**src/rtl/dram_resp_pkg.sv**
```systemverilog
// ---------------------------------------------------------------------------
// dram_resp_pkg
// Shared definitions for the DRAM command responder: command encodings, the
// responder FSM state type, default geometry/timing values and a helper that
// sizes encoded-index fields.
// ---------------------------------------------------------------------------
package dram_resp_pkg;

  // Command encodings carried on the 2-bit cmd bus.
  localparam logic [1:0] CMD_ACT = 2'b00;
  localparam logic [1:0] CMD_RD  = 2'b01;
  localparam logic [1:0] CMD_WR  = 2'b10;
  localparam logic [1:0] CMD_PRE = 2'b11;

  // Responder FSM states.
  typedef enum logic [1:0] {
    S_IDLE   = 2'd0,
    S_DECODE = 2'd1,
    S_WAIT   = 2'd2,
    S_ACK    = 2'd3
  } state_e;

  // Default geometry and timing (latencies in clk cycles).
  localparam int DEF_NUM_OF_BANKS = 8;
  localparam int DEF_NUM_OF_ROWS  = 128;
  localparam int DEF_NUM_OF_COLS  = 8;
  localparam int DEF_T_RCD        = 3;
  localparam int DEF_T_CAS        = 2;
  localparam int DEF_T_RP         = 3;

  // Bits needed to hold an index 0..n-1; never narrower than one bit.
  function automatic int id_width(input int n);
    return (n > 1) ? $clog2(n) : 1;
  endfunction

endpackage

```
**src/rtl/onehot_enc.sv**
```systemverilog
// ---------------------------------------------------------------------------
// onehot_enc
// One-hot to binary encoder. The lowest set bit wins, so a multi-hot input
// still yields a usable index and an all-zero input encodes to 0.
// Ports:
//   sel_i   [W-1:0]   one-hot select
//   idx_o   [IW-1:0]  index of the lowest set bit (0 when none set)
//   valid_o           1 when exactly one bit of sel_i is set
// ---------------------------------------------------------------------------
module onehot_enc #(
  parameter  int W  = 8,
  localparam int IW = (W > 1) ? $clog2(W) : 1
) (
  input  logic [W-1:0]  sel_i,
  output logic [IW-1:0] idx_o,
  output logic          valid_o
);

  int hits;

  // Scan from the top down so the last match written is the lowest bit.
  always_comb begin
    idx_o = '0;
    hits  = 0;
    for (int i = W - 1; i >= 0; i--) begin
      if (sel_i[i]) begin
        idx_o = i[IW-1:0];
        hits  = hits + 1;
      end
    end
  end

  assign valid_o = (hits == 1);

endmodule

```
**src/rtl/dram_cmd_responder.sv**
```systemverilog
// ---------------------------------------------------------------------------
// dram_cmd_responder
// Memory-side responder for a simple DRAM command protocol. Tracks one open
// row per bank, checks each command against that table, waits the command's
// latency and strobes the storage array for reads and writes.
//
// Handshake: cmd_req/cmd_ack is a four-phase level handshake. The controller
// raises cmd_req with cmd and selects stable and keeps them stable at least
// until the cycle after cmd_req is first sampled; the responder raises
// cmd_ack (with cmd_err valid alongside it) once the command has completed
// and holds it until it samples cmd_req low. A cmd_req that drops early
// does not cancel the command; cmd_ack then pulses for one cycle. A new
// command is only accepted after cmd_req has been seen low.
//
// Ports:
//   clk, rst                 clock, synchronous active-high reset
//   cmd_req, cmd[1:0]        request and command (ACT/RD/WR/PRE)
//   bank_sel/row_sel/col_sel one-hot bank/row/column selects
//   cmd_ack, cmd_err         completion, error flag (valid with cmd_ack)
//   array_en, bank_rw        one-cycle array strobe, 1 = array write
//   buf_rw                   1 = responder drives the data bus (reads)
//   bank_id/row_id/col_id    encoded ids latched at decode
//   dbg_state                current FSM state, for observation only
//
// Build option: define DRAM_RESP_ONEHOT_CHECK_EN to answer any zero or
// multi-hot select with an error; otherwise the lowest set bit is used.
// ---------------------------------------------------------------------------
module dram_cmd_responder
  import dram_resp_pkg::*;
#(
  parameter  int NUM_OF_BANKS = DEF_NUM_OF_BANKS,
  parameter  int NUM_OF_ROWS  = DEF_NUM_OF_ROWS,
  parameter  int NUM_OF_COLS  = DEF_NUM_OF_COLS,
  parameter  int T_RCD        = DEF_T_RCD,
  parameter  int T_CAS        = DEF_T_CAS,
  parameter  int T_RP         = DEF_T_RP,
  localparam int BW           = id_width(NUM_OF_BANKS),
  localparam int RW           = id_width(NUM_OF_ROWS),
  localparam int CW           = id_width(NUM_OF_COLS)
) (
  input  logic                    clk,
  input  logic                    rst,
  input  logic                    cmd_req,
  input  logic [1:0]              cmd,
  input  logic [NUM_OF_BANKS-1:0] bank_sel,
  input  logic [NUM_OF_ROWS-1:0]  row_sel,
  input  logic [NUM_OF_COLS-1:0]  col_sel,
  output logic                    cmd_ack,
  output logic                    cmd_err,
  output logic                    array_en,
  output logic                    bank_rw,
  output logic                    buf_rw,
  output logic [BW-1:0]           bank_id,
  output logic [RW-1:0]           row_id,
  output logic [CW-1:0]           col_id,
  output logic [1:0]              dbg_state
);

  localparam int T_MAX = (T_RCD > T_CAS) ? ((T_RCD > T_RP) ? T_RCD : T_RP)
                                         : ((T_CAS > T_RP) ? T_CAS : T_RP);
  localparam int CNT_W = id_width(T_MAX);

  state_e            state_q, state_d;
  logic [CNT_W-1:0]  cnt_q, cnt_d;
  logic [1:0]        cmd_q, cmd_d;
  logic              err_q, err_d;
  logic [BW-1:0]     bank_id_q, bank_id_d;
  logic [RW-1:0]     row_id_q, row_id_d;
  logic [CW-1:0]     col_id_q, col_id_d;
  logic [NUM_OF_BANKS-1:0] open_q;
  logic [RW-1:0]     row_tbl_q [NUM_OF_BANKS];

  logic [BW-1:0]     bank_enc;
  logic [RW-1:0]     row_enc;
  logic [CW-1:0]     col_enc;
  logic              bank_ok, row_ok, col_ok;
  logic              dec_err, is_rdwr, last_wait;
  logic [CNT_W-1:0]  lat_m1;

  onehot_enc #(.W(NUM_OF_BANKS)) u_bank_enc (.sel_i(bank_sel), .idx_o(bank_enc), .valid_o(bank_ok));
  onehot_enc #(.W(NUM_OF_ROWS))  u_row_enc  (.sel_i(row_sel),  .idx_o(row_enc),  .valid_o(row_ok));
  onehot_enc #(.W(NUM_OF_COLS))  u_col_enc  (.sel_i(col_sel),  .idx_o(col_enc),  .valid_o(col_ok));

`ifndef DRAM_RESP_ONEHOT_CHECK_EN
  logic sel_unused;
  assign sel_unused = &{1'b0, bank_ok, row_ok, col_ok};
`endif

  assign is_rdwr = (cmd == CMD_RD) || (cmd == CMD_WR);

  // Protocol check against the open-row table; only meaningful in DECODE,
  // where the controller guarantees cmd and selects are stable.
  always_comb begin
    dec_err = 1'b0;
    case (cmd)
      CMD_ACT: dec_err = open_q[bank_enc];
      CMD_PRE: dec_err = !open_q[bank_enc];
      default: dec_err = !open_q[bank_enc] || (row_tbl_q[bank_enc] != row_enc);
    endcase
`ifdef DRAM_RESP_ONEHOT_CHECK_EN
    if (!(bank_ok && row_ok && col_ok)) dec_err = 1'b1;
`endif
  end

  // The counter is loaded with T-1 so it reads zero in the final WAIT cycle.
  always_comb begin
    case (cmd)
      CMD_ACT: lat_m1 = CNT_W'(T_RCD - 1);
      CMD_PRE: lat_m1 = CNT_W'(T_RP - 1);
      default: lat_m1 = CNT_W'(T_CAS - 1);
    endcase
  end

  always_comb begin
    state_d   = state_q;
    cnt_d     = cnt_q;
    cmd_d     = cmd_q;
    err_d     = err_q;
    bank_id_d = bank_id_q;
    row_id_d  = row_id_q;
    col_id_d  = col_id_q;
    case (state_q)
      S_IDLE: if (cmd_req) state_d = S_DECODE;
      S_DECODE: begin
        cmd_d     = cmd;
        err_d     = dec_err;
        bank_id_d = bank_enc;
        row_id_d  = (is_rdwr && !dec_err) ? row_tbl_q[bank_enc] : row_enc;
        col_id_d  = col_enc;
        cnt_d     = lat_m1;
        state_d   = dec_err ? S_ACK : S_WAIT;
      end
      S_WAIT: begin
        if (cnt_q == '0) state_d = S_ACK;
        else             cnt_d   = cnt_q - CNT_W'(1);
      end
      S_ACK: if (!cmd_req) state_d = S_IDLE;
      default: state_d = S_IDLE;
    endcase
  end

  always_ff @(posedge clk) begin
    if (rst) begin
      state_q   <= S_IDLE;
      cnt_q     <= '0;
      cmd_q     <= CMD_ACT;
      err_q     <= 1'b0;
      bank_id_q <= '0;
      row_id_q  <= '0;
      col_id_q  <= '0;
      open_q    <= '0;
      for (int i = 0; i < NUM_OF_BANKS; i++) row_tbl_q[i] <= '0;
    end else begin
      state_q   <= state_d;
      cnt_q     <= cnt_d;
      cmd_q     <= cmd_d;
      err_q     <= err_d;
      bank_id_q <= bank_id_d;
      row_id_q  <= row_id_d;
      col_id_q  <= col_id_d;
      // Errored commands skip WAIT, so the table only moves on good ones.
      if (last_wait) begin
        if (cmd_q == CMD_ACT) begin
          open_q[bank_id_q]    <= 1'b1;
          row_tbl_q[bank_id_q] <= row_id_q;
        end else if (cmd_q == CMD_PRE) begin
          open_q[bank_id_q] <= 1'b0;
        end
      end
    end
  end

  assign last_wait = (state_q == S_WAIT) && (cnt_q == '0);

  // Array-side strobes are masked by rst so an abandoned command never
  // touches the array in the reset cycle.
  assign array_en  = !rst && last_wait && ((cmd_q == CMD_RD) || (cmd_q == CMD_WR));
  assign bank_rw   = array_en && (cmd_q == CMD_WR);
  assign buf_rw    = !rst && !err_q && (cmd_q == CMD_RD) &&
                     (last_wait || (state_q == S_ACK));
  assign cmd_ack   = (state_q == S_ACK);
  assign cmd_err   = cmd_ack && err_q;
  assign bank_id   = bank_id_q;
  assign row_id    = row_id_q;
  assign col_id    = col_id_q;
  assign dbg_state = state_q;

endmodule

```
**config.mk**
```make
export PLATFORM = sky130hd
export DESIGN_NAME = dram_cmd_responder
export DESIGN_NICKNAME = d
export VERILOG_FILES = /design/src/rtl/dram_resp_pkg.sv /design/src/rtl/onehot_enc.sv /design/src/rtl/dram_cmd_responder.sv
export SDC_FILE = /design/constraint.sdc
export NUM_CORES = 1
export LEC_CHECK = 0
export BUFFER_PORTS_ARGS = -buffer_cell sky130_fd_sc_hd__buf_2
export CAP_MARGIN = 40
export CORE_MARGIN = 5
export CORE_UTILIZATION = 55
export DETAILED_ROUTE_END_ITERATION = 16
export GPL_ROUTABILITY_DRIVEN = 1
export PLACE_DENSITY = 0.81
export SYNTH_ARGS = -nofsm -noshare
export SYNTH_HDL_FRONTEND = slang
export SYNTH_SLANG_ARGS = --single-unit
```
**constraint.sdc**
```tcl
create_clock -name clk -period 8.4 [get_ports clk]
set_clock_uncertainty 0.15 [all_clocks]
set_input_delay 1.68 -clock clk [delete_from_list [all_inputs] [get_ports clk]]
set_output_delay 1.68 -clock clk [all_outputs]
set_load 0.02 [all_outputs]
```
### After elaboration in Yosys (flattened, before gate mapping)

Memory sizes are Yosys's and may differ from the RTL's.
Index checks and enable logic that the tools add are counted.

| cells by class | value |
|---|---|
| add/sub/neg operators | 1 |
| $lt $le $gt $ge | 3 |
| eq/ne operators | 14 |
| multiplexer cells | 169 |
| bitwise logic cells | 3 |
| reduce and logical (&&, ||, !) cells | 29 |

Operators with widths:

| cell | count |
|---|---|
| two-way mux 7 bit | 130 |
| two-way mux 3 bit | 17 |
| two-way mux 8 bit | 2 |
| == test 2 bit (second input constant) | 6 |
| logical AND 1 bit | 10 |
| two-way mux 1 bit | 10 |
| two-way mux 2 bit | 5 |
| bitwise AND 8 bit | 1 |
| zero test 2 bit | 4 |
| less-than comparator 3 x 4 -> 1 bit (second input constant) | 2 |
| inverter 8 bit | 1 |
| OR 8 bit | 1 |
| one-hot mux 2 bit (4 select lines) | 1 |
| inequality test 7 bit | 1 |
| OR reduction 7 bit | 1 |
| == test 2 x 1 -> 1 bit (second input constant) | 3 |
| inequality test 2 bit (second input constant) | 3 |
| zero test 1 bit | 4 |
| logical OR 1 bit | 4 |
| one-hot mux 2 bit (2 select lines) | 1 |
| AND reduction 2 bit | 2 |
| nonzero test 2 bit | 2 |
| binary-select mux 1 bit (select 3 bit) | 1 |
| demux 1 bit (select 3 bit) | 1 |
| 6 further kinds | 6 |

| word-level totals | value |
|---|---|
| flip-flop bits (word level) | 28 |
| RAM bits | 56 |
| bits of input ports | 149 |
| output and inout bits | 20 |
| word-level logic and storage cells | 228 |
| memories kept | 1 |

Memories:

| memory | words | width | rd ports | clocked after Yosys merged registers in | wr ports | RTL line | text |
|---|---|---|---|---|---|---|---|
| row_tbl_q | 8 | 7 | 1 | 0 | 8 | dram_cmd_responder.sv:71 | `logic [RW-1:0] row_tbl_q [NUM_OF_BANKS];` |

### Longest topological paths before layout

Gate-level depths: netlist of run 1.

| depth | value |
|---|---|
| word-level depth | 134 |
| depth in mapped cells | 11 |
| depth with buffers taken out | 10 |

### Hierarchy

Synthesis of run 1 repeated with hierarchy kept, for this count alone.

| unflattened totals | value |
|---|---|
| cells, all modules | 5787 |
| area total of the unflattened synthesis | 42139.2 um2 |

By module, submodules not included:

| module | times used | cells an instance | area an instance (um2) | sequential area each (um2) |
|---|---|---|---|---|
| onehot_enc at u_row_enc | 1 | 5274 | 36820.3 | 0.0 |
| dram_cmd_responder | 1 | 337 | 4095.2 | 2242.2 |
| onehot_enc at u_bank_enc ... | 2 | 88 | 611.8 | 0.0 |

### Worst setup path before layout of run 1

Ideal clock, no wire load.

| timing path | value |
|---|---|
| kind | input to output |
| start point | input port rst |
| end point | output port buf_rw |
| arrival time | 2.806 ns |
| data required time | 6.570 ns |
| slack | 3.764 ns |
| cell stages on the path | 3 |
| buffers on the path | 2 |
| cells stage by stage | clkbuf_1 -> clkbuf_1 -> nor4b_1 |

| on the way | value |
|---|---|
| word-level cells in the longest chain between the ends | 4 |

Ends and longest elaborated chain:

| item | RTL line | text |
|---|---|---|
| from (decl) | dram_cmd_responder.sv:42 | `input logic rst,` |
| zero test 1 bit | dram_cmd_responder.sv:179 | `assign buf_rw = !rst && !err_q && (cmd_q == CMD_RD) &&` |
| logical AND 1 bit (3 in series) | dram_cmd_responder.sv:179 |  |
| to (decl) | dram_cmd_responder.sv:52 | `output logic buf_rw,` |

Every way passes these cells.

### Worst setup path after layout of run 1

| timing path | value |
|---|---|
| start point | input port bank_sel[1] |
| end point | register row_id_q[6], in the netlist row_id[6] |

| on the way | value |
|---|---|
| word-level cells in the longest chain between the ends | 10 |
| elaborated cells between the ends (all ways) | 12 |
| those cells by class | eq/ne (1); mux (6); reduce/logical (4); memory (1) |

Ends and longest elaborated chain:

| item | RTL line | text |
|---|---|---|
| from (decl) | dram_cmd_responder.sv:45 | `input logic [NUM_OF_BANKS-1:0] bank_sel,` |
| two-way mux 3 bit (*) (2 in series) | onehot_enc.sv:26 | `if (sel_i[i]) begin` |
| parallel branches: the longest is 7 deep, another holds memory (8 x 7 bit) | n/a |  |
| two-way mux 7 bit (*) | dram_cmd_responder.sv:128 | `row_id_d = (is_rdwr && !dec_err) ? row_tbl_q[bank_enc] : row_enc;` |
| to (signal assigned) | dram_cmd_responder.sv:159 | `row_id_q <= row_id_d;` |
| to (decl) | dram_cmd_responder.sv:68 | `logic [RW-1:0] row_id_q, row_id_d;` |

Every way passes the cells marked *. The select of a mux whose other input is x is not followed.
A chain may end at the register's enable or synchronous reset.

==> impl_metrics.py, run 1 <==
metrics = {
    "clock_network": {
        "ctsResizeCount": 0,
        "htreeDepth": 3,
        "clk_pin_slew_ns": 0.08,
        "cts_sinks": 84,
        "clkLatencyLatePin_ns": 0.35,
        "clockRootBuffer": "clkbuf_8",
        "hold_buffers": 0,
        "cts_buffer_depth": 2,
        "cts_tree": "yes",
        "post_cts_buffers": 0,
        "cts_inserted_buffers": 9,
    },
    "floorplan": {
        "die-area_um2": 13200,
        "dieWidth_um": 115,
        "rows": 38,
        "initial_core_util": 0.561,
        "core_um2": 10800,
        "pin_count": 169,
        "die_h_um": 115,
    },
    "worst_setup_path": {
        "path_cells": "buf_2 -> nor2_2 -> nand3_1 -> mux2_2 -> a211o_1 -> a2111oi_4 -> nand4_2 -> or2_0 -> a311oi_1",
        "slowest_stage": "nand3_1",
        "cp.buffers_inverters": 1,
        "critPathTopFamily": "simple AND/OR/NAND/NOR gates",
        "max_stage_delay_ns": 0.65,
        "critPathLaunchType": "primary input",
        "arrival_ns": 4.78,
        "critical_path_class": "in -> reg",
        "cp-end-kind": "flip-flop",
        "crit_fanout": 14,
        "crit_required_ns": 8.51,
    },
    "synthesis": {
        "synthSimpleGateAreaFrac": 0.321,
        "synth-compound-area-share": 0.175,
        "synth.area.mux_share": 0.0754,
        "ys.flop_type": "edfxtp_1",
        "ys_ff_latch": 84,
        "synth_top_family_by_area": "simple AND/OR/NAND/NOR gates",
        "synth-seq-area-share": 0.370,
        "synth_fp_nets": 876,
        "syn_area_um2": 6050,
        "synth_edf_count": 56,
        "postSynthCellCount": 716,
        "ys_warn_count": 0,
        "synth_fa_ha_area_frac": 0.0227,
        "synthArstFlopShare": 0,
        "synth_xor_area_frac": 0.00434,
        "synth_cell_types": 63,
        "avgSynthCellArea_um2": 8.46,
    },
    "finish": {
        "fin_util": 0.669,
        "n_antenna_cell": 0,
        "multiInputGateArea_um2": 3620,
        "regArea_um2": 2240,
        "layout.cells.non_filler": 1028,
        "area_growth_syn_to_layout_pct": 19.2,
        "final_common_cell": "buf_2",
        "layout_common_cells": "buf_2 (168), nor2_1 (102), edfxtp_1 (56), and2_1 (51)",
        "layout.nets": 1043,
        "layout-drive-gt1-share": 0.234,
        "n_fill_cell": 890,
    },
    "routing": {
        "antenna_left": 0,
        "drt-vias-per-instance": 6.23,
        "drtIter0Drc": 538,
        "wire_per_inst_um": 17.6,
        "dr_total_vias": 6400,
        "wirelength_mm": 18.1,
        "drc": 0,
        "drtPass1Iterations": 7,
    },
    "timing": {
        "fmax_mhz": 214,
        "holdWs_ns": 0.331,
        "rsz0062_at_grt": "no",
        "setup_tns_ns": 0,
        "min_period_over_period": 0.557,
        "hold_violations": 0,
        "setup_viol": 0,
        "worstMarginPinSlew_ns": 0.943,
        "slew_violations": 0,
        "period_minus_slack_ns": 4.68,
        "slew_headroom": 0.371,
    },
    "job": {
        "drv_cap": 0,
    },
    "pwr": {
        "power_density_nw_per_um2": 162,
        "p_leak_nw": 2.96,
        "peakVddDrop_mv": 0.0778,
    },
    "global_route": {
        "grt_overflow_total": 0,
        "grt_pass1_wl_mm": 28.8,
        "grt_max_degree": 39,
        "antenna_found_initial": 0,
        "grt_pass1_vias": 6310,
        "grt_use_total": 0.268,
    },
    "worst_hold_path": {
        "hold_path.class": "reg -> reg",
    },
    "place": {
        "dp_hpwl_mm": 14.3,
        "dp.cells": 1012,
        "gp_congestion": 1.07,
        "port_buffers": 168,
    },
    "status": {
        "status": "completed",
    },
}
[tightest hold or removal path, cell delays in order, from the launching register on]
cell and delay [ns]:
dfxtp_1 0.32, nand2b_1 0.07, a21oi_1 0.05
[where the power goes]
group          switching, mW  internal, mW  leakage (nW)
registers             0.0459         0.478         0.806
logic                  0.227         0.139          2.06
clock network          0.137         0.140        0.0997
[state kept, by name (all words and copies together) (netlist names), named ones only]
signal,flops
bank_id,3
cmd_q,2
cnt_q,2
col_id,3
dbg_state,2
err_q,1
row_id,7
row_tbl_q,56
[cell type report]
class | instances | share of cell area
flip-flops and latches | 84 | 0.311
clock buffers | 15 | 0.0258
multi-input cells | 582 | 0.502
well taps | 140 | 0.0243
clock inverters | 1 | 0.000693
inverters | 37 | 0.0192
repair buffers | 169 | 0.118
[layer usage]
layer  vias to the layer above  global-route usage  share of wire
met2                       350               0.491           0.52
met5                         -                   0              0
met3                        55              0.0447          0.082
li1                       3036                   -              -
met4                         0              0.0939          0.029
met1                      2959               0.314           0.37
[through the flow]
step / setup slack [ns] / area [um^2] / power (mW)
floorplan: 3.76 / 6050 / 0.742
global route: 3.51 / 7220 / 1.22
CTS: 3.73 / 7220 / 1.16
detailed placement: 3.36 / 7030 / 0.889
global placement: 3.52 / 7030 / 0.866
finish: 3.72 / 7220 / 1.17
[cells in the mapped netlist, types with 12 or more instances]
cell      instances  area [um^2]
o31ai_1          14          105
a211oi_1         12         90.1
inv_1            36          135
nor2_1          102          383
a21oi_1          44          220
nand2_1          36          135
nor2b_1          13         81.3
edfxtp_1         56         1680
nor4_1           44          275
dfxtp_1          28          561
nand3_1          20          100
mux2i_1          40          400
o21ai_0          27          135
nor3_1           37          185
and2_1           51          319
[worst paths after layout]
| path | from | endpoint | slack [ns] | cells after the start |
|---|---|---|---|---|
| hold reg to reg | col_id[2] | col_id[2] | 0.33 | 2 |
| setup / recovery | bank_sel[1] | row_id[6] | 3.72 | 9 |
| hold / removal | col_id[2] | col_id[2] | 0.33 | 2 |
| setup reg to reg | dbg_state[0] | row_tbl_q[0][4] | 5.48 | 7 |
[cell families (layout without fill, tap and decap cells)]
kind of cell,count (synthesis),in the layout
AO/OA/AOI/OAI,157,157
XOR/XNOR,3,3
adder cells (fa/ha/maj),11,11
buffers and inverters,50,222
flip-flops,84,84
multiplexers,45,45
AND/OR/NAND/NOR,366,366
(Power assumes the default switching activity.)
==> inputs of run 2 (changes only) <==
--- a/config.mk
+++ b/config.mk
@@ -5,13 +5,14 @@
 export SDC_FILE = /design/constraint.sdc
 export NUM_CORES = 1
 export LEC_CHECK = 0
+export ABC_AREA = 1
 export BUFFER_PORTS_ARGS = -buffer_cell sky130_fd_sc_hd__buf_2
 export CAP_MARGIN = 40
 export CORE_MARGIN = 5
-export CORE_UTILIZATION = 55
+export CORE_UTILIZATION = 48
 export DETAILED_ROUTE_END_ITERATION = 16
 export GPL_ROUTABILITY_DRIVEN = 1
-export PLACE_DENSITY = 0.81
+export PLACE_DENSITY = 0.75
 export SYNTH_ARGS = -nofsm -noshare
 export SYNTH_HDL_FRONTEND = slang
 export SYNTH_SLANG_ARGS = --single-unit
==> constraint.sdc (replaced) <==
create_clock -name clk -period 4.1 [get_ports clk]
set_clock_uncertainty 0.15 [all_clocks]
set_input_delay 0.82 -clock clk [delete_from_list [all_inputs] [get_ports clk]]
set_output_delay 0.82 -clock clk [all_outputs]
set_load 0.02 [all_outputs]
==> run 2 against run 1 <==
The flow now finishes with violations (negative setup slack). Critical path type unchanged. Worst setup slack worse by 6.8 ns. Count of clock-buffer cells in the layout is 5 lower. Global-route usage decreased by 2.6 points. Sequential power rose by 100%. Via count up 11%. Final area is 15% higher. Utilization is 0.63 points lower. Combinational power grew 120%. Register-to-register slack lost 4.2 ns. Routed wire length rose by 2.2%.
==> impl_metrics.py, run 2 <==
metrics = {
    "status": {
        "status": "finished, violations left",
        "violations": "negative setup slack",
    },
    "worst_setup_path": {
        "cp.buffers_inverters": 2,
        "arrival_ns": 7.30,
        "critPathLaunchType": "primary input",
        "slowest_stage": "a21oi_1",
        "cp-end-kind": "flip-flop",
        "crit_fanout": 2,
        "critical_path_class": "in -> reg",
        "cpMostUsedCell": "nand2_1",
        "crit_required_ns": 4.21,
        "max_stage_delay_ns": 0.18,
        "critPathTopFamily": "simple AND/OR/NAND/NOR gates",
    },
    "synthesis": {
        "netlist.area_leader.share": 0.274,
        "ys.flop_type": "edfxtp_1",
        "ys_warn_count": 0,
        "synthArstFlopShare": 0,
        "yosysMostFrequentCell": "nand2_1",
        "synth_commonest_cells": "nand2_1 (226), inv_1 (179), nor2_1 (142)",
        "postSynthCellCount": 955,
        "synth_edf_count": 56,
        "avgSynthCellArea_um2": 6.42,
        "ys_ff_latch": 84,
        "syn_area_um2": 6130,
        "synth-seq-area-share": 0.366,
        "synth_fp_nets": 1115,
        "synth_cell_types": 37,
        "yosysTopAreaCell": "edfxtp_1",
        "synth_area_leaders": "edfxtp_1 (27%), nand2_1 (14%), inv_1 (11%)",
    },
    "floorplan": {
        "dieWidth_um": 123,
        "initial_core_util": 0.488,
        "die-area_um2": 15100,
        "rows": 41,
        "die_h_um": 123,
        "pin_count": 169,
        "core_um2": 12600,
    },
    "pwr": {
        "p_int_mw": 1.76,
        "power.net_switching_mw": 0.908,
        "power_density_nw_per_um2": 321,
        "peakVddDrop_mv": 0.403,
        "seqPwrFrac": 0.392,
        "pwr-share-comb": 0.305,
        "clkPwrFrac": 0.302,
        "p_sw_frac": 0.340,
        "p_leak_nw": 4.13,
    },
    "timing": {
        "setup_tns_ns": -12.93,
        "min_period_over_period": 1.75,
        "fmax_mhz": 139,
        "slew_violations": 0,
        "setup_ws_ns": -3.09,
        "rsz0062_at_grt": "yes",
        "slew_headroom": 0.479,
        "worstMarginPinSlew_ns": 0.782,
        "setup_viol": 5,
        "holdWs_ns": 0.308,
        "hold_violations": 0,
        "period_minus_slack_ns": 7.19,
    },
    "clock_network": {
        "cts_tree": "yes",
        "cts_buffer_depth": 2,
        "cts_sinks": 84,
        "clk_pin_slew_ns": 0.07,
        "clkLatencyLatePin_ns": 0.33,
        "htreeDepth": 3,
        "clockRootBuffer": "clkbuf_16",
        "cts_inserted_buffers": 9,
    },
    "finish": {
        "layout-drive-gt1-share": 0.266,
        "n_fill_cell": 1108,
        "layout_common_cells": "nand2_1 (221), inv_1 (176), buf_2 (167), nor2_1 (142), buf_4 (106)",
        "area_growth_syn_to_layout_pct": 35.9,
        "largest_register": "row_tbl_q",
        "layout.nets": 1385,
        "regArea_um2": 2240,
        "multiInputGateArea_um2": 3140,
        "final_common_cell": "nand2_1",
        "largest_reg_flops": 56,
    },
    "global_route": {
        "grt_overflow_total": 0,
        "grt_pass1_wl_mm": 29.7,
        "grt_max_degree": 25,
        "busiest_layer": "met2",
        "grt_pass1_vias": 6534,
        "grt_use_met2": 0.422,
        "antenna_found_initial": 3,
        "use_met3": 0.0384,
        "grt_use_total": 0.242,
        "use_met1": 0.309,
    },
    "place": {
        "dp_slack_ns": -3.49,
        "port_buffers": 168,
        "gp_congestion": 0.871,
        "dp_hpwl_mm": 14.6,
    },
    "worst_hold_path": {
        "hold_path.class": "reg -> reg",
    },
    "routing": {
        "wirelength_mm": 18.5,
        "drtIter0Drc": 392,
        "drtPass1Iterations": 5,
        "antenna_left": 0,
        "dr_total_vias": 7077,
        "wire_per_inst_um": 13.2,
        "drt-vias-per-instance": 5.04,
        "drc": 0,
    },
    "job": {
        "drv_cap": 0,
    },
}
## run 2: cell count changes in the layout (fill, tap and decap cells not counted), moves of 17 or more
cell | before | now
mux2i_1 | 40 | 0
nor4_1 | 44 | 26
nor2_1 | 102 | 142
inv_1 | 36 | 176
buf_4 | 1 | 106
o21ai_0 | 27 | 55
nand2_1 | 36 | 221
nand3_1 | 20 | 61
inv_2 | 0 | 17
and2_1 | 51 | 1
## run 2: metrics by stage
stage | cell area (um^2) | power, mW | instances | util
2_1_floorplan | 6140 | 1.54 | 955 | -
3_3_place_gp | 7930 | 1.84 | 1384 | 0.631
3_5_place_dp | 7930 | 1.86 | 1384 | 0.631
4_1_cts | 8270 | 2.67 | 1401 | 0.658
5_1_grt | 8330 | 2.83 | 1404 | 0.663
6_report | 8330 | 2.67 | 1404 | 0.663
## run 2: layer usage
layer	share of wire	wire length [um]	vias to the layer above
li1	-	-	3638
met1	0.43	7890	3180
met2	0.48	8900	223
met3	0.065	1190	34
met4	0.025	466	2
met5	0.00070	13	-
## run 2: cells by family after synthesis
kind of cell | synth area share
XOR/XNOR | 0.00286
AND/OR/NAND/NOR | 0.343
AO/OA/AOI/OAI | 0.135
buffers and inverters | 0.131
adder cells (fa/ha/maj) | 0.0225
flip-flops | 0.366
## run 2: worst paths after layout
path	endpoint	slack, ns	cells past startpoint	from
worst max-delay path	row_id[6]	-3.09	134	row_sel[126]
worst min-delay path	flip-flop	0.31	2	flip-flop
worst max register to register	row_id[6]	1.29	12	row_tbl_q[5][6]
worst min register to register	flip-flop	0.31	2	flip-flop
## run 2: what timing repair did
item / CTS / global route
pin swaps: 5 / 4
endpoints found under the setup margin: 6 / 6
gates resized for setup: 11 / 9
buffers inserted: 2 / 1
hold buffers: 0 / 0
## run 2: power by group through the flow
stage / Combinational, mW / Clock (mW) / Sequential, mW
after floorplan: 0.453 / 0 / 1.09
after global placement: 0.782 / 0 / 1.06
after detailed placement: 0.797 / 0 / 1.06
after CTS: 0.810 / 0.810 / 1.05
after global routing: 0.927 / 0.847 / 1.06
final: 0.816 / 0.808 / 1.05
## run 2: worst min-delay path, stage by stage (launching register included)
cell and delay, ns:
dfxtp_1 0.29, inv_1 0.06, a21oi_1 0.06
## run 2: layout make-up
cell class | instances | area share
multi-input cells | 658 | 0.377
flip-flops and latches | 84 | 0.269
repair buffers | 277 | 0.202
inverters | 195 | 0.0894
clock buffers | 10 | 0.0275
well taps | 172 | 0.0258
clock inverters | 6 | 0.00826
diodes | 2 | 0.000601
==> inputs of run 3 (changes only) <==
--- a/config.mk
+++ b/config.mk
@@ -12,7 +12,7 @@
 export CORE_UTILIZATION = 48
 export DETAILED_ROUTE_END_ITERATION = 16
 export GPL_ROUTABILITY_DRIVEN = 1
-export PLACE_DENSITY = 0.75
+export PLACE_DENSITY = 0.77
 export SYNTH_ARGS = -nofsm -noshare
 export SYNTH_HDL_FRONTEND = slang
 export SYNTH_SLANG_ARGS = --single-unit
==> run 3 against run 2 <==
The run still ends with negative setup slack left. Critical path type unchanged. Die area is the same. Final area decreased by 0.21%. Non-clock buffer count shrank 9. Maximum frequency up 0.69%. Count of clock-buffer cells in the layout is 1 higher. Critical endpoint is now dbg_state[0]. Sequential power barely moved.
==> impl_metrics.py, run 3 (synthesis gave the netlist of run 2 again) <==
metrics = {
    "place": {
        "gp_congestion": 0.941,
        "dp_slack_ns": -3.44,
        "dp_hpwl_mm": 15.0,
        "port_buffers": 168,
    },
    "worst_setup_path": {
        "critPathTopFamily": "simple AND/OR/NAND/NOR gates",
        "crit_required_ns": 4.17,
        "reg2reg_slack_ns": 1.15,
        "cpMostUsedCell": "nand2_1",
        "slowest_stage": "buf_8",
        "cp-end-kind": "flip-flop",
        "arrival_ns": 7.21,
        "max_stage_delay_ns": 0.11,
        "critPathLaunchType": "primary input",
        "crit_fanout": 2,
        "cp.buffers_inverters": 2,
        "critical_path_class": "in -> reg",
    },
    "finish": {
        "layout_common_cells": "nand2_1 (222), inv_1 (176), buf_2 (167), nor2_1 (142), buf_4 (99)",
        "largest_reg_flops": 56,
        "final_common_cell": "nand2_1",
        "layout.nets": 1376,
        "fin_util": 0.661,
        "area_growth_syn_to_layout_pct": 35.6,
        "largest_register": "row_tbl_q",
        "layout-drive-gt1-share": 0.264,
    },
    "floorplan": {
        "initial_core_util": 0.488,
        "rows": 41,
        "dieWidth_um": 123,
        "core_um2": 12600,
        "pin_count": 169,
        "die_h_um": 123,
        "die-area_um2": 15100,
    },
    "timing": {
        "setup_viol": 5,
        "setup_tns_ns": -12.52,
        "min_period_over_period": 1.74,
        "holdWs_ns": 0.309,
        "worstMarginPinSlew_ns": 0.765,
        "rsz0062_at_grt": "yes",
        "slew_violations": 0,
        "setup_ws_ns": -3.04,
        "fmax_mhz": 140,
        "period_minus_slack_ns": 7.14,
        "hold_violations": 0,
        "slew_headroom": 0.490,
    },
    "global_route": {
        "antenna_found_initial": 2,
        "grt_pass1_wl_mm": 30.5,
        "grt_use_total": 0.251,
        "grt_overflow_total": 0,
        "grt_pass1_vias": 6783,
        "grt_max_degree": 22,
    },
    "clock_network": {
        "post_cts_buffers": 0,
        "cts_tree": "yes",
        "cts_buffer_depth": 2,
        "htreeDepth": 3,
        "clockRootBuffer": "clkbuf_16",
        "clkLatencyLatePin_ns": 0.35,
        "clk_pin_slew_ns": 0.06,
        "cts_sinks": 84,
        "cts_inserted_buffers": 9,
    },
    "routing": {
        "wirelength_mm": 19.1,
        "drtPass1Iterations": 7,
        "wire_per_inst_um": 13.7,
        "drtIter0Drc": 709,
        "antenna_left": 0,
        "drc": 0,
        "dr_total_vias": 7138,
        "drt-vias-per-instance": 5.12,
    },
    "pwr": {
        "peakVddDrop_mv": 0.412,
        "p_leak_nw": 4.09,
        "power_density_nw_per_um2": 324,
        "p_total_mw": 2.69,
    },
    "worst_hold_path": {
        "hold_path.class": "reg -> reg",
    },
    "status": {
        "violations": "negative setup slack",
        "status": "finished, violations left",
    },
    "job": {
        "drv_cap": 0,
    },
}
## run 3: changes by cell type in the layout (fill, tap and decap cells not counted), moves of 2 or more
cell      change
clkinv_4      +2
nor4_4        +2
inv_6         -3
nand3_1       -3
nand3_2       +3
buf_6         -3
nor4_1        -2
buf_4         -7
## run 3: metrics by stage
step                      cell area (um^2)  std cells
after detailed placement              7890       1377
after floorplan                       6140        955
after CTS                             8220       1393
after global placement                7890       1377
after global routing                  8310       1395
final                                 8310       1395
## run 3: path summary, 6_finish.rpt
kind / end / start / cells after the start
max reg2reg: dbg_state[0] / row_tbl_q[4][6] / 13
min: flip-flop / flip-flop / 2
min reg2reg: flip-flop / flip-flop / 2
max: dbg_state[0] / row_sel[126] / 135
## run 3: power by group
| part | switching, mW | internal, mW | total (mW) |
|---|---|---|---|
| logic | 0.532 | 0.299 | 0.831 |
| registers | 0.0632 | 0.985 | 1.05 |
| clock network | 0.337 | 0.474 | 0.811 |
## run 3: worst register-to-register path: cells and delay by family, from the launching register on
family          cells  cell delay (ns)
compound gates      8             1.79
flops               1             0.37
simple gates        5             0.50
## run 3: final cells by class
cell class                      count  area, um^2
Tap cell                          172         215
Fill cell                        1120        4260
Timing Repair Buffer              268        1610
Inverter                          195         744
Clock inverter                      5        62.6
Antenna cell                        2        5.00
Sequential cell                    84        2240
Multi-Input combinational cell    658        3190
Clock buffer                       11         233
## run 3: per-layer routing
| metal | GRT usage | share of wire | vias to the layer above |
|---|---|---|---|
| met5 | 0 | 0 | - |
| met4 | 0.0913 | 0.029 | 0 |
| met3 | 0.0448 | 0.077 | 48 |
| met2 | 0.444 | 0.48 | 276 |
| met1 | 0.307 | 0.42 | 3198 |
| li1 | - | - | 3616 |
## run 3: timing repair
action,in CTS,in global routing
gates resized for setup,10,14
hold buffers,0,0
endpoints found under the setup margin,6,6
pin swaps,15,10
